$ cat config.mk
export PLATFORM = sky130hd
export DESIGN_NAME = fiber_stream_emitter
export DESIGN_NICKNAME = d
export VERILOG_FILES = /design/src/rtl/fiber_stream_emitter.sv
export SDC_FILE = /design/constraint.sdc
export NUM_CORES = 1
export LEC_CHECK = 0
export CAP_MARGIN = 20
export CORE_ASPECT_RATIO = 0.5
export CORE_UTILIZATION = 57
export CTS_CLUSTER_SIZE = 16
export DETAILED_ROUTE_END_ITERATION = 8
export PLACE_DENSITY_LB_ADDON = 0.25
export RECOVER_POWER = 50
export SETUP_SLACK_MARGIN = 0.05
export SLEW_MARGIN = 10
export SYNTH_ARGS = -nofsm -noshare
export SYNTH_HDL_FRONTEND = slang
export SYNTH_SLANG_ARGS = --single-unit
$ cat constraint.sdc
create_clock -name clk -period 14.3 [get_ports clk]
set_clock_uncertainty 0.1 [all_clocks]
set_input_delay 2.145 -clock clk [delete_from_list [all_inputs] [get_ports clk]]
set_output_delay 2.145 -clock clk [all_outputs]
set_load 0.005 [all_outputs]
$ cat src/rtl/fiber_stream_emitter.sv
// Transmit end of the sparse coord/pos stream protocol: walks [seg_start, seg_end) through a
// 1-cycle coordinate memory and emits lockstep data, stop and done tokens into two skid FIFOs.
module fiber_stream_emitter #(
    parameter int unsigned ADDR_W     = 16,
    parameter int unsigned DATA_W     = 16,
    parameter int unsigned FIFO_DEPTH = 2
) (
    input  logic              clk,
    input  logic              rst,
    input  logic              clk_en,
    input  logic              flush,
    input  logic              tile_en,
    input  logic [7:0]        stop_lvl,
    input  logic [ADDR_W-1:0] seg_start,
    input  logic [ADDR_W-1:0] seg_end,
    input  logic              seg_last,
    input  logic              seg_valid,
    output logic              seg_ready,
    output logic [ADDR_W-1:0] mem_addr,
    output logic              mem_ren,
    input  logic [DATA_W-1:0] mem_rdata,
    output logic [DATA_W:0]   coord_out,
    output logic              coord_out_valid,
    input  logic              coord_out_ready,
    output logic [DATA_W:0]   pos_out,
    output logic              pos_out_valid,
    input  logic              pos_out_ready
);

    localparam int unsigned SW   = DATA_W + 1;
    localparam int unsigned PtrW = (FIFO_DEPTH > 2) ? $clog2(FIFO_DEPTH) : 1;
    localparam int unsigned CntW = $clog2(FIFO_DEPTH + 1);

    typedef enum logic [1:0] {StIdle, StFetch, StStop, StDone} state_e;

    state_e            state_q, state_d;
    logic [ADDR_W-1:0] ptr_q, ptr_d, end_q, end_d, issued_q, issued_d;
    logic              last_q, last_d, inflight_q;

    logic [SW-1:0]     coord_mem_q [FIFO_DEPTH];
    logic [SW-1:0]     pos_mem_q   [FIFO_DEPTH];
    logic [PtrW-1:0]   wr_ptr_q, coord_rd_q, pos_rd_q;
    logic [CntW-1:0]   coord_cnt_q, pos_cnt_q;

    logic              go, push, tok_push, credit_ok, coord_pop, pos_pop;
    logic [SW-1:0]     tok_val, coord_push_val, pos_push_val;
    logic [CntW:0]     coord_need, pos_need;

    function automatic logic [PtrW-1:0] ptr_inc(input logic [PtrW-1:0] p);
        return (p == PtrW'(FIFO_DEPTH - 1)) ? '0 : p + PtrW'(1);
    endfunction

    assign go              = clk_en & tile_en;
    assign coord_out_valid = tile_en & (coord_cnt_q != '0);
    assign pos_out_valid   = tile_en & (pos_cnt_q != '0);
    assign coord_out       = coord_mem_q[coord_rd_q];
    assign pos_out         = pos_mem_q[pos_rd_q];
    assign coord_pop       = coord_out_valid & coord_out_ready & clk_en;
    assign pos_pop         = pos_out_valid & pos_out_ready & clk_en;

    // Entries draining this cycle free their slot, which sustains one token per cycle at depth 2.
    always_comb begin
        coord_need = (CntW+1)'(coord_cnt_q) + (CntW+1)'(inflight_q) - (CntW+1)'(coord_pop);
        pos_need   = (CntW+1)'(pos_cnt_q) + (CntW+1)'(inflight_q) - (CntW+1)'(pos_pop);
        credit_ok  = (coord_need < (CntW+1)'(FIFO_DEPTH)) && (pos_need < (CntW+1)'(FIFO_DEPTH));
    end

    always_comb begin
        state_d   = state_q;
        ptr_d     = ptr_q;
        end_d     = end_q;
        last_d    = last_q;
        issued_d  = issued_q;
        seg_ready = 1'b0;
        mem_ren   = 1'b0;
        mem_addr  = '0;
        tok_push  = 1'b0;
        tok_val   = '0;
        unique case (state_q)
            StIdle: begin
                seg_ready = go & ~rst;
                if (seg_valid) begin
                    ptr_d   = seg_start;
                    end_d   = seg_end;
                    last_d  = seg_last;
                    state_d = StFetch;
                end
            end
            StFetch: begin
                if (ptr_q >= end_q) begin
                    state_d = StStop;
                end else if (credit_ok && go) begin
                    mem_ren  = 1'b1;
                    mem_addr = ptr_q;
                    issued_d = ptr_q;
                    ptr_d    = ptr_q + ADDR_W'(1);
                    if (ptr_q + ADDR_W'(1) == end_q) state_d = StStop;
                end
            end
            StStop: begin
                if (credit_ok && go && !inflight_q) begin
                    tok_push = 1'b1;
                    tok_val  = {1'b1, {(DATA_W-8){1'b0}}, stop_lvl};
                    state_d  = last_q ? StDone : StIdle;
                end
            end
            StDone: begin
                if (credit_ok && go) begin
                    tok_push = 1'b1;
                    tok_val  = {1'b1, DATA_W'(256)};
                    state_d  = StIdle;
                end
            end
            default: state_d = StIdle;
        endcase
    end

    // Read data and token pushes are mutually exclusive: tokens wait for inflight to clear.
    assign push           = go & (inflight_q | tok_push);
    assign coord_push_val = inflight_q ? {1'b0, mem_rdata} : tok_val;
    assign pos_push_val   = inflight_q ? {1'b0, DATA_W'(issued_q)} : tok_val;

    always_ff @(posedge clk or posedge rst) begin
        if (rst) begin
            state_q    <= StIdle;
            ptr_q      <= '0;
            end_q      <= '0;
            last_q     <= 1'b0;
            issued_q   <= '0;
            inflight_q <= 1'b0;
        end else if (clk_en && flush) begin
            state_q    <= StIdle;
            inflight_q <= 1'b0;
        end else if (go) begin
            state_q    <= state_d;
            ptr_q      <= ptr_d;
            end_q      <= end_d;
            last_q     <= last_d;
            issued_q   <= issued_d;
            inflight_q <= mem_ren;
        end
    end

    always_ff @(posedge clk or posedge rst) begin
        if (rst) begin
            wr_ptr_q    <= '0;
            coord_rd_q  <= '0;
            pos_rd_q    <= '0;
            coord_cnt_q <= '0;
            pos_cnt_q   <= '0;
        end else if (clk_en && flush) begin
            wr_ptr_q    <= '0;
            coord_rd_q  <= '0;
            pos_rd_q    <= '0;
            coord_cnt_q <= '0;
            pos_cnt_q   <= '0;
        end else if (clk_en) begin
            if (push)      wr_ptr_q   <= ptr_inc(wr_ptr_q);
            if (coord_pop) coord_rd_q <= ptr_inc(coord_rd_q);
            if (pos_pop)   pos_rd_q   <= ptr_inc(pos_rd_q);
            coord_cnt_q <= coord_cnt_q + CntW'(push) - CntW'(coord_pop);
            pos_cnt_q   <= pos_cnt_q + CntW'(push) - CntW'(pos_pop);
        end
    end

    always_ff @(posedge clk) begin
        if (clk_en && !flush && push) begin
            coord_mem_q[wr_ptr_q] <= coord_push_val;
            pos_mem_q[wr_ptr_q]   <= pos_push_val;
        end
    end

endmodule

### Word-level counts from Yosys, hierarchy flattened

Memories as Yosys holds them, arrays and structs flattened.
Index checks and enable logic that the tools add are counted.

* equal/unequal tests: 12
* muxes and demuxes: 48
* $lt $le $gt $ge: 3
* bitwise logic cells: 13
* $add $sub $neg: 12
* reduce and logical (&&, ||, !) cells: 24

Operator list (number)
* 2-to-1 mux 16 bit: 6
* 2-to-1 mux 17 bit: 4
* one-hot mux 17 bit (2 select lines): 1
* one-hot mux 16 bit (2 select lines): 1
* 2-to-1 mux 2 bit: 13
* 2-to-1 mux 1 bit: 21
* adder 16 x 1 -> 16 bit (second input constant): 1
* equality test 16 bit: 1
* >= comparator 16 bit: 1
* nonzero test 2 bit: 8
* AND reduction 6 bit: 2
* bitwise AND 1 bit: 9
* != test 3 bit (second input constant): 3
* != test 4 bit (second input constant): 2
* one-hot mux 2 bit (4 select lines): 1
* adder 2 x 1 -> 3 bit: 2
* logical AND 1 bit: 6
* < comparator 3 x 2 -> 1 bit (second input constant): 2
* != test 2 bit (second input constant): 3
* AND reduction 2 bit: 3
* subtractor 3 x 1 -> 3 bit: 2
* AND reduction 5 bit: 1
* adder 2 x 1 -> 2 bit: 2
* equality test 2 bit (second input constant): 2
* 9 further kinds: 15

* bits in registers: 59
* RAM bits: 68
* memories: 2
* logic and storage cells: 125

Memories
* coord_mem_q: words 2, width 17, read ports 1, clocked after Yosys merged registers in 0, write ports 1, line 40 `logic [SW-1:0] coord_mem_q [FIFO_DEPTH];`
* pos_mem_q: words 2, width 17, read ports 1, clocked after Yosys merged registers in 0, write ports 1, line 41 `logic [SW-1:0] pos_mem_q [FIFO_DEPTH];`

### Depth between registers and ports, before layout

Gate-level depths: netlist of the first run.

* word-level depth: 17
* depth in mapped cells: 18
* depth with buffers taken out: 16

### Worst setup path after synthesis of the first run

OpenSTA, ideal clock, no wires.

* path kind: input -> register
* start: input port clk_en
* end: memory coord_mem_q[1][0] in the netlist's numbering, enable pin
* setup time: 0.471 ns
* stages on the path: 12
* arrival: 6.877 ns
* buffers on the path: 2
* setup slack: 6.852 ns
* cells stage by stage: buf_2 -> nand2_1 -> nor2_1 -> ha_1 -> nand2b_1 -> fa_1 -> xor2_1 -> nor3_1 -> a21oi_1 -> or2_2 -> clkbuf_1 -> nor3b_1

* longest elaborated chain between the ends: 13
* elaborated cells between the ends (all ways): 19
* classes of those cells: add/sub: 2; order compare: 2; mux: 5; bitwise: 5; reduce/logical: 5

RTL lines
* start, declared: line 10 `input logic clk_en,`
* bitwise AND 1 bit, on equally long branches: line 58, 59
* subtractor 3 x 1 -> 3 bit, on equally long branches: line 63, 64
* < comparator 3 x 2 -> 1 bit: line 65 `credit_ok = (coord_need < (CntW+1)'(FIFO_DEPTH)) && (pos_need < (CntW+1)'(FIFO_DEPTH));`
* logical AND 1 bit: line 65
* logical AND 1 bit: line 101, 108
* logical AND 1 bit: line 101 `if (credit_ok && go && !inflight_q) begin`
* 2-to-1 mux 1 bit: line 101
* one-hot mux 1 bit (2 select lines): line 79 `unique case (state_q)`
* bitwise OR 1 bit: line 119 `assign push = go & (inflight_q | tok_push);`
* bitwise AND 1 bit: line 119
* logical AND 1 bit *: line 167 `if (clk_en && !flush && push) begin`
* 2-to-1 mux 1 bit *: line 167
* 2-to-1 mux 1 bit (implied by the code) *: line 168 `coord_mem_q[wr_ptr_q] <= coord_push_val;`
* end, declared: line 40

Mark *: on every way between the ends. The rest lies on a longest branch, timed or not.

### Final worst setup path of the first run

* start: input port clk_en
* end: output port mem_addr[5]

* longest elaborated chain between the ends: 8
* elaborated cells between the ends (all ways): 12
* classes of those cells: add/sub: 2; order compare: 2; mux: 3; bitwise: 3; reduce/logical: 2

RTL lines
* bitwise AND 1 bit, on equally long branches: line 58, 59
* subtractor 3 x 1 -> 3 bit, on equally long branches: line 63, 64
* < comparator 3 x 2 -> 1 bit: line 65
* logical AND 1 bit: line 65
* logical AND 1 bit *: line 92 `end else if (credit_ok && go) begin`
* 2-to-1 mux 16 bit *: line 92
* 2-to-1 mux 16 bit *: line 90 `if (ptr_q >= end_q) begin`
* 2-to-1 mux 16 bit *: line 79
* end, declared: line 19 `output logic [ADDR_W-1:0] mem_addr,`

Marks and branches as above.

==> flow_summary_export.csv, run 1 <==
group,metric,value,unit
logic_synthesis,synth_edf_count,66,
cts,post-cts-setup-buffers,0,
worst_setup_path,ff2ff_path_depth,12,
hold_path,hp-class,"reg -> reg",
status,status,"finished, violations left",
route,drtPass1Iterations,4,
die,io_pins,119,
timing,whs,0.3857,ns
worst_setup_path,crit_family,"simple AND/OR/NAND/NOR gates",
logic_synthesis,synth.most_common_cell,"edfxtp_1",
worst_setup_path,crit_path_cell_trace,"dlygate4sd3_1 -> nand2_1 -> nor2_1 -> ha_1 -> nand2b_1 -> fa_1 -> xor2_1 -> or3_1 -> a21oi_1 -> and2_1 -> clkdlybuf4s50_1",
logic_synthesis,netlist_area,0.006670,sq mm
logic_synthesis,ys_warn_count,0,
logic_synthesis,synth_commonest_cells,"edfxtp_1, dfrtp_1, nand2_1",
cts,cts-htree-levels,4,
power,ir_drop,0.0001127,V
timing,period_needed,8.852,ns
cts,cts_sinks,125,
power,cellLeakagePower,3.360,nW
cts,path_clk_slew,0.05,ns
logic_synthesis,synthTopCellsByArea,"edfxtp_1, dfrtp_1, mux2_2, ha_1, and2_1",
cells_and_area,fin_area,0.008538,sq mm
power,clkPwrFrac,0.287,
route,ant_nets,0,
global_route,grt_first_pass_wirelength,25700,um
cts,cts_hold_repair.buffers,0,
timing,timing.final.ws_setup,5.448,ns
die,start_util,0.5965,
power,p_int,1.031,mW
logic_synthesis,synthesis.nets,679,
place,gp_congestion,0.8806,
hold_path,min_to,"end_q[0]",
place,place_area,0.007936,sq mm
place,io_buffers,118,
timing,period_share,0.6190,
hold_path,hold_depth,2,
cells_and_area,finalNetCount,786,
die,die_w,155.0,um
logic_synthesis,syn_inst,589,
power,design_power_total,1.584,mW
timing,slew_viol_final,140,
die,core-area,0.01118,sq mm
die,dieArea,0.01216,sq mm
cells_and_area,num_antenna_cells,0,
route,via_count,5057,
worst_setup_path,cp_max_fo,19,
logic_synthesis,yosysTopAreaCell,"edfxtp_1",
logic_synthesis,async_flop_share,0.4720,
cts,tritoncts,"built",
die,die_y,78.49,um
power,comb_power_share,0.350,
logic_synthesis,synthFlopType,"edfxtp_1",
timing,fin_setup_tns,0,ns
logic_synthesis,synth.avg_cell_area,11.32,sq um
global_route,grt_max_degree,60,
global_route,grt_overflow,0,
power,pwr-share-seq,0.363,
timing,rsz0062_at_grt,"false",
cts,clk_path_buf_depth,2,
worst_setup_path,critPathKind,"in -> out",
global_route,gr-usage-all-layers,0.2828,
worst_setup_path,cp_slowest_cell,"a21oi_1",
route,drc,0,
power,p_sw,0.5536,mW
power,power_density,185.6,mW/mm^2
logic_synthesis,yosysTopAreaCellShare,0.2971,
global_route,grt_pass1_vias,4963,
power,p_sw_frac,0.3494,
worst_setup_path,cp_num_buf_inv,2,
place,hpwlAfterDp,10990,um
route,routed_via_density,5.826,
hold_path,hold_start,"end_q[0]",
cts,cts_resized,0,
worst_setup_path,end_kind,"output port",
logic_synthesis,yosysSeqAreaShare,0.5185,
worst_setup_path,worstPathArrival,6.61,ns
cts,clockRootBuffer,"clkbuf_16",
route,drt-initial-drc-count,409,
cells_and_area,area_growth,28.01,%
worst_setup_path,r2r_start,"coord_cnt_q[1]",
run,drv_cap,3,
die,num_rows,27,
logic_synthesis,synth-seq-cells,125,
global_route,antenna_found_initial,0,
worst_setup_path,crit_path_start,"clk_en",
worst_setup_path,regToRegSetupSlack,9.89,ns
route,drt-total-wl,16290,um
place,pre_cts_slack,6.073,ns
worst_setup_path,cpPeakStageDelay,0.93,ns
status,violations,"max-capacitance violations, max-slew violations",
cts,numCtsBuffers,17,
cts,clk_latency,0.42,ns
timing,setup_viol,0,
timing,hold_viol,0,
cells_and_area,drive_above_1_share,0.1326,
route,post_drt_wl_per_cell,18.77,um
worst_setup_path,cp-start-kind,"primary input",
cells_and_area,fillCellCount,725,
timing,fmax,0.1130,GHz
worst_setup_path,timing.rr.end,"pos_mem_q[1][15]",
logic_synthesis,ys_types,64,
timing,worst_pin_slew,3.206,ns
worst_setup_path,crit_required,12.06,ns
timing,slew-limit-headroom,-1.137,
-- cell usage in the layout, fill, tap and decap left out, types with 6 or more instances in the layout --
cell,instances
xor2_1,13
xnor2_1,11
edfxtp_1,66
dfrtp_1,59
a22o_1,16
inv_1,31
and2_1,17
nand3_1,18
o22ai_1,9
nor3_1,13
and2_0,14
mux2_4,10
clkbuf_16,17
a2bb2oi_1,7
ha_1,23
nand2_1,50
dlygate4sd3_1,40
o21ai_0,28
a31oi_1,6
mux2_2,36
a21oi_1,18
clkdlybuf4s50_1,78
nor2_1,25
o221ai_1,6
-- per-stage QoR --
step | utilization | std cells
floorplan | - | 589
detailed placement | 0.7097 | 835
global route | 0.7636 | 868
finish | 0.7636 | 868
CTS | 0.7654 | 867
global placement | 0.7097 | 835
-- worst min-delay path: cells and delay by family, from the launching register on --
kind | cells | cell delay, ns
DFF | 1 | 0.35
and+or+nand+nor | 2 | 0.11
-- layer usage --
layer	up-vias	part of all wire	global-route usage
met5	-	0	0
met4	0	0.018	0.1020
met3	33	0.065	0.06350
met2	208	0.48	0.4622
met1	2458	0.44	0.3732
li1	2358	-	-
-- registers in the layout (all words and copies together) (netlist names), 2 cells and up --
| name | flops |
|---|---|
| coord_mem_q | 34 |
| pos_mem_q | 32 |
| end_q | 16 |
| issued_q | 16 |
| ptr_q | 16 |
| coord_cnt_q | 2 |
| pos_cnt_q | 2 |
| state_q | 2 |
-- final cells by class --
class                      instances  area, sq um  area share
sequential                       125         3458      0.4050
clock inverter                    13        188.9     0.02213
multi-input combinational        395         2913      0.3411
inverter                          32        120.1     0.01407
clock buffer                      19        432.9     0.05070
timing repair buffer             125         1226      0.1436
tap                              159        198.9     0.02330
-- cell families (layout without fill, tap and decap cells) --
family                   Yosys count  in the layout  synth area share
flip-flops                       125            125            0.5185
AO/OA/AOI/OAI                    122            122            0.1283
multiplexers                      51             51           0.09173
adder cells (fa/ha/maj)           25             25           0.04915
XOR/XNOR                          24             24           0.03151
buffers and inverters             69            189           0.04333
AND/OR/NAND/NOR                  173            173            0.1375
-- power groups by stage --
stage               clock, mW  sequential [mW]  combinational, mW
floorplan                   0            0.519              0.433
global placement            0            0.572              0.534
detailed placement          0            0.577              0.557
CTS                     0.456            0.572              0.564
global route            0.475            0.587              0.611
finish                  0.454            0.576              0.555
-- how the worst max path moves through the flow --
stage	endpoint	cells after the start
6_report	mem_addr[5]	11
5_1_grt	mem_addr[5]	11
4_1_cts	mem_addr[5]	11
3_5_place_dp	mem_addr[5]	11
3_3_place_gp	mem_addr[10]	11
2_1_floorplan	coord_mem_q[1][0]	12
Power figures use the tool's default switching activity.
==> run 2, diff against run 1 <==
CORE_UTILIZATION = 48   (was 57)
clock period = 7.7 ns   (was 14.3 ns; I/O delays follow)
==> run 2 against run 1 <==
  * The flow still finishes with violations (max-capacitance violations, max-slew violations)
  * Worst hold slack better by 0.020 ns
  * Non-clock buffer count rose by 1
  * Global-route usage fell by 5.6 points
  * Highest routed layer unchanged
==> flow_summary_export.csv, run 2 (same netlist as run 1, synthesis figures left out) <==
group,metric,value,unit
run,drv_cap,2,
global_route,grt_pass1_vias,4850,
global_route,grt_first_pass_wirelength,24910,um
global_route,grt_max_degree,53,
timing,period_needed,6.382,ns
cts,path_clk_slew,0.06,ns
cells_and_area,top_regs,"coord_mem_q (34), pos_mem_q (32)",
cells_and_area,final_common_cell,"clkdlybuf4s50_1",
timing,hold_viol,0,
cts,cts-htree-levels,4,
timing,rsz0062_at_grt,"false",
power,power_density,335.3,mW/mm^2
die,num_rows,30,
worst_setup_path,cp_max_fo,19,
cells_and_area,most-common-layout-cells,"clkdlybuf4s50_1, edfxtp_1, dfrtp_1",
route,drtPass1Iterations,6,
timing,slew-limit-headroom,-0.9390,
route,ant_nets,0,
cts,post-cts-setup-buffers,0,
timing,period_share,0.8289,
cts,clk_latency,0.42,ns
status,violations,"max-capacitance violations, max-slew violations",
global_route,grt_overflow,0,
cts,tritoncts,"built",
place,hpwlAfterDp,10800,um
timing,timing.final.ws_setup,1.318,ns
worst_setup_path,crit_path_cell_trace,"dlygate4sd3_1 -> nand2_1 -> nor2_1 -> ha_1 -> nand2b_1 -> fa_1 -> nand4_1 -> or3_1 -> a21oi_4 -> and2_1 -> clkdlybuf4s50_1",
place,gp_congestion,0.8607,
die,dieArea,0.01440,sq mm
global_route,antenna_found_initial,0,
cts,clk_path_buf_depth,2,
die,die_y,85.36,um
timing,fin_setup_tns,0,ns
die,start_util,0.4922,
worst_setup_path,critPathKind,"in -> out",
hold_path,hold_start,"issued_q[13]",
route,via_count,4910,
worst_setup_path,cp_slowest_cell,"dlygate4sd3_1",
place,pre_cts_slack,1.515,ns
die,io_pins,119,
timing,fmax,0.1567,GHz
route,drt-initial-drc-count,328,
global_route,gr-usage-all-layers,0.2268,
cells_and_area,regMostFlops,"coord_mem_q",
timing,slew_viol_final,96,
worst_setup_path,crit_path_start,"clk_en",
cts,clockRootBuffer,"clkbuf_16",
worst_setup_path,end_kind,"output port",
place,io_buffers,118,
cells_and_area,finalNetCount,787,
die,die_w,168.7,um
cells_and_area,final_util,0.6343,
worst_setup_path,cp-start-kind,"primary input",
cells_and_area,largest_register_ffs,34,
status,status,"finished, violations left",
timing,worst_pin_slew,2.909,ns
timing,setup_viol,0,
die,core-area,0.01355,sq mm
power,ir_drop,0.0001915,V
worst_setup_path,r2r_start,"inflight_q",
route,drt-total-wl,15480,um
cts,cts_hold_repair.buffers,0,
cells_and_area,drive_above_1_share,0.1451,
cts,cts_sinks,125,
cells_and_area,num_antenna_cells,0,
power,design_power_total,2.882,mW
cells_and_area,area_growth,28.87,%
hold_path,hp-class,"reg -> reg",
cts,numCtsBuffers,17,
cts,cts_resized,0,
worst_setup_path,regToRegSetupSlack,2.85,ns
route,drc,0,
route,routed_via_density,5.443,
worst_setup_path,cpPeakStageDelay,0.74,ns
worst_setup_path,worstPathArrival,5.13,ns
power,cellLeakagePower,3.366,nW
worst_setup_path,crit_required,6.44,ns
route,post_drt_wl_per_cell,17.16,um
run 2: layer usage:
metal,up-vias,track usage,share of wire
met3,20,0.04011,0.056
li1,2353,-,-
met1,2383,0.2952,0.45
met5,-,0,0
met4,0,0.08017,0.012
met2,154,0.3847,0.48
run 2: area by class of cell:
| type | instances | area (sq um) |
|---|---|---|
| clock buffers | 17 | 425.4 |
| clock inverters | 15 | 165.2 |
| fillers | 1098 | 4955 |
| inverters | 32 | 120.1 |
| multi-input cells | 395 | 2928 |
| flip-flops and latches | 125 | 3458 |
| well taps | 192 | 240.2 |
| repair buffers | 126 | 1259 |
run 2: final timing paths:
path                                          to  cells past startpoint
worst max register to register  pos_mem_q[1][11]                      9
worst min register to register      issued_q[13]                      1
worst min-delay path                issued_q[13]                      1
min in group asynchronous            issued_q[0]                      2
max in group asynchronous              ptr_q[15]                      3
worst max-delay path                 mem_addr[4]                     11
run 2: power breakdown:
group	internal [mW]	leakage, nW	switching [mW]
combinational	0.506	1.79	0.509
clock	0.463	0.287	0.342
sequential	0.866	1.29	0.197
run 2: critical path: cells and delay by family:
kind                       cells  cell delay, ns
AOI/OAI and AO/OA              1            0.40
and+or+nand+nor                6            1.51
buffers and inverters          2            1.24
adders and majority gates      2            0.83
run 2: metrics by stage:
stage | area (sq um) | cells | hold WS [ns]
6_report | 8596 | 902 | 0.4056
3_3_place_gp | 8003 | 868 | 0.3809
3_5_place_dp | 8003 | 868 | 0.3878
2_1_floorplan | 6670 | 589 | 0.3497
5_1_grt | 8596 | 902 | 0.4261
4_1_cts | 8593 | 900 | 0.4061
==> run 3, diff against run 2 <==
clock period = 5.25 ns   (was 7.7 ns; I/O delays follow)
==> run 3 against run 2 <==
  * The flow still finishes with violations (max-capacitance violations, max-slew violations)
  * Non-clock buffer count is 8 higher
  * Die area unchanged
  * Core utilization up 0.28 points
  * Sequential power rose by 47%
==> flow_summary_export.csv, run 3 (same netlist as run 1, synthesis figures left out) <==
group,metric,value,unit
route,drc,0,
route,drt-total-wl,15690,um
cts,cts_hold_repair.buffers,0,
worst_setup_path,cp_num_buf_inv,2,
worst_setup_path,crit_path_cell_trace,"clkdlybuf4s50_1 -> nand2_1 -> nor2_1 -> ha_1 -> nand2b_1 -> fa_1 -> nand4_1 -> or3_1 -> a21oi_4 -> and2_1 -> clkdlybuf4s50_1",
hold_path,min_to,"end_q[0]",
worst_setup_path,cpMostUsedCell,"clkdlybuf4s50_1",
timing,slew_viol_final,133,
timing,period_needed,5.032,ns
status,status,"finished, violations left",
power,ir_drop,0.0002505,V
die,die_y,85.36,um
cells_and_area,largest_register_ffs,34,
place,hpwlAfterDp,10780,um
timing,slew-limit-headroom,-0.9178,
timing,hold_viol,0,
timing,period_share,0.9584,
place,io_buffers,118,
cells_and_area,top_regs,"coord_mem_q (34), pos_mem_q (32)",
die,io_pins,119,
timing,worst_pin_slew,2.877,ns
place,gp_congestion,0.8245,
die,die_w,168.7,um
route,drt-initial-drc-count,374,
worst_setup_path,cp_num_cells,11,
cells_and_area,drive_above_1_share,0.1506,
status,violations,"max-capacitance violations, max-slew violations",
worst_setup_path,cpPeakStageDelay,0.52,ns
cells_and_area,register_area,0.003458,sq mm
route,drtPass1Iterations,5,
worst_setup_path,regToRegSetupSlack,1.14,ns
timing,rsz0062_at_grt,"false",
worst_setup_path,cp_slowest_cell,"clkdlybuf4s50_1",
route,post_drt_wl_per_cell,17.26,um
cells_and_area,num_antenna_cells,0,
worst_setup_path,cp-start-kind,"primary input",
worst_setup_path,crit_family,"simple AND/OR/NAND/NOR gates",
power,power_density,491.9,mW/mm^2
cells_and_area,multi_input_area,0.002940,sq mm
worst_setup_path,worstPathArrival,4.14,ns
timing,fin_setup_tns,0,ns
timing,setup_viol,0,
cts,cts-htree-levels,4,
cts,cts_sinks,125,
global_route,antenna_found_initial,0,
worst_setup_path,cp_max_fo,19,
cells_and_area,finalNetCount,795,
hold_path,hp-class,"reg -> reg",
hold_path,hold_start,"end_q[0]",
worst_setup_path,end_kind,"output port",
cells_and_area,area_growth,29.43,%
cts,tritoncts,"built",
die,dieArea,0.01440,sq mm
route,via_count,4890,
worst_setup_path,critPathKind,"in -> out",
cts,clk_path_buf_depth,2,
cts,clk_latency,0.41,ns
run,drv_cap,3,
place,place_inst,878,
route,routed_via_density,5.380,
cells_and_area,final_common_cell,"clkdlybuf4s50_1",
cells_and_area,most-common-layout-cells,"clkdlybuf4s50_1, edfxtp_1, dfrtp_1",
timing,fmax,0.1987,GHz
worst_setup_path,ff2ff_path_depth,17,
cells_and_area,fin_cells,909,
cells_and_area,fillCellCount,1065,
global_route,grt_first_pass_wirelength,24870,um
cts,path_clk_slew,0.06,ns
die,core-area,0.01355,sq mm
cells_and_area,regMostFlops,"coord_mem_q",
global_route,grt_pass1_vias,4775,
route,ant_nets,0,
die,start_util,0.4922,
cts,clockRootBuffer,"clkbuf_16",
worst_setup_path,r2r_start,"coord_cnt_q[1]",
die,num_rows,30,
cts,cts_resized,0,
global_route,grt_max_degree,53,
power,cellLeakagePower,3.405,nW
global_route,grt_overflow,0,
global_route,gr-usage-all-layers,0.2259,
worst_setup_path,timing.rr.end,"coord_cnt_q[1]",
hold_path,hold_depth,2,
cts,numCtsBuffers,17,
worst_setup_path,crit_required,4.36,ns
cts,post-cts-setup-buffers,0,
run 3: changes by cell type in the layout (fill, tap and decap cells not counted), moves of 2 or more:
cell | previous run | this run
inv_8 | 6 | 1
inv_6 | 6 | 3
buf_4 | 2 | 12
buf_12 | 2 | 0
clkinv_4 | 0 | 6
run 3: worst max path at each step:
stage,from,endpoint,slack [ns]
3_5_place_dp,tile_en,mem_addr[7],0.24
2_1_floorplan,clk_en,coord_mem_q[1][0],0.31
6_report,tile_en,mem_addr[7],0.22
4_1_cts,tile_en,mem_addr[7],0.21
5_1_grt,tile_en,mem_addr[7],0.08
3_3_place_gp,tile_en,mem_addr[13],0.33
run 3: power by group:
group,leakage (nW),switching (mW),internal [mW],total (mW)
Sequential,1.29,0.292,1.27,1.56
Clock,0.286,0.459,0.706,1.17
Combinational,1.83,0.765,0.753,1.52
Total,3.40,1.52,2.73,4.25
run 3: through the flow:
step / utilization / hold slack (ns) / setup WS [ns] / cell area [sq um] / power, mW
floorplan: - / 0.3497 / 0.3092 / 6680 / 2.595
global placement: 0.5952 / 0.3919 / 0.3252 / 8065 / 3.048
detailed placement: 0.5952 / 0.3978 / 0.2430 / 8065 / 3.099
CTS: 0.6386 / 0.4110 / 0.2142 / 8653 / 4.282
global route: 0.6371 / 0.4266 / 0.08159 / 8633 / 4.501
finish: 0.6371 / 0.4131 / 0.2184 / 8633 / 4.246
run 3: worst min-delay path, cell delays in order, from the launching register on:
cell	delay, ns
dfrtp_1	0.37
nand2_1	0.06
nand2_1	0.06
run 3: cell type report:
type,count,area share
Inverter,32,0.01391
Clock inverter,14,0.01884
Multi-Input combinational cell,395,0.3406
Timing Repair Buffer,134,0.1490
Clock buffer,17,0.04928
Sequential cell,125,0.4006
Tap cell,192,0.02783
run 3: metal layers:
layer / vias up / GRT usage / part of all wire
met2: 132 / 0.3629 / 0.47
met1: 2376 / 0.3137 / 0.48
met4: 0 / 0.06860 / 0.0093
met5: - / 0 / 0
li1: 2371 / - / -
met3: 11 / 0.04104 / 0.044
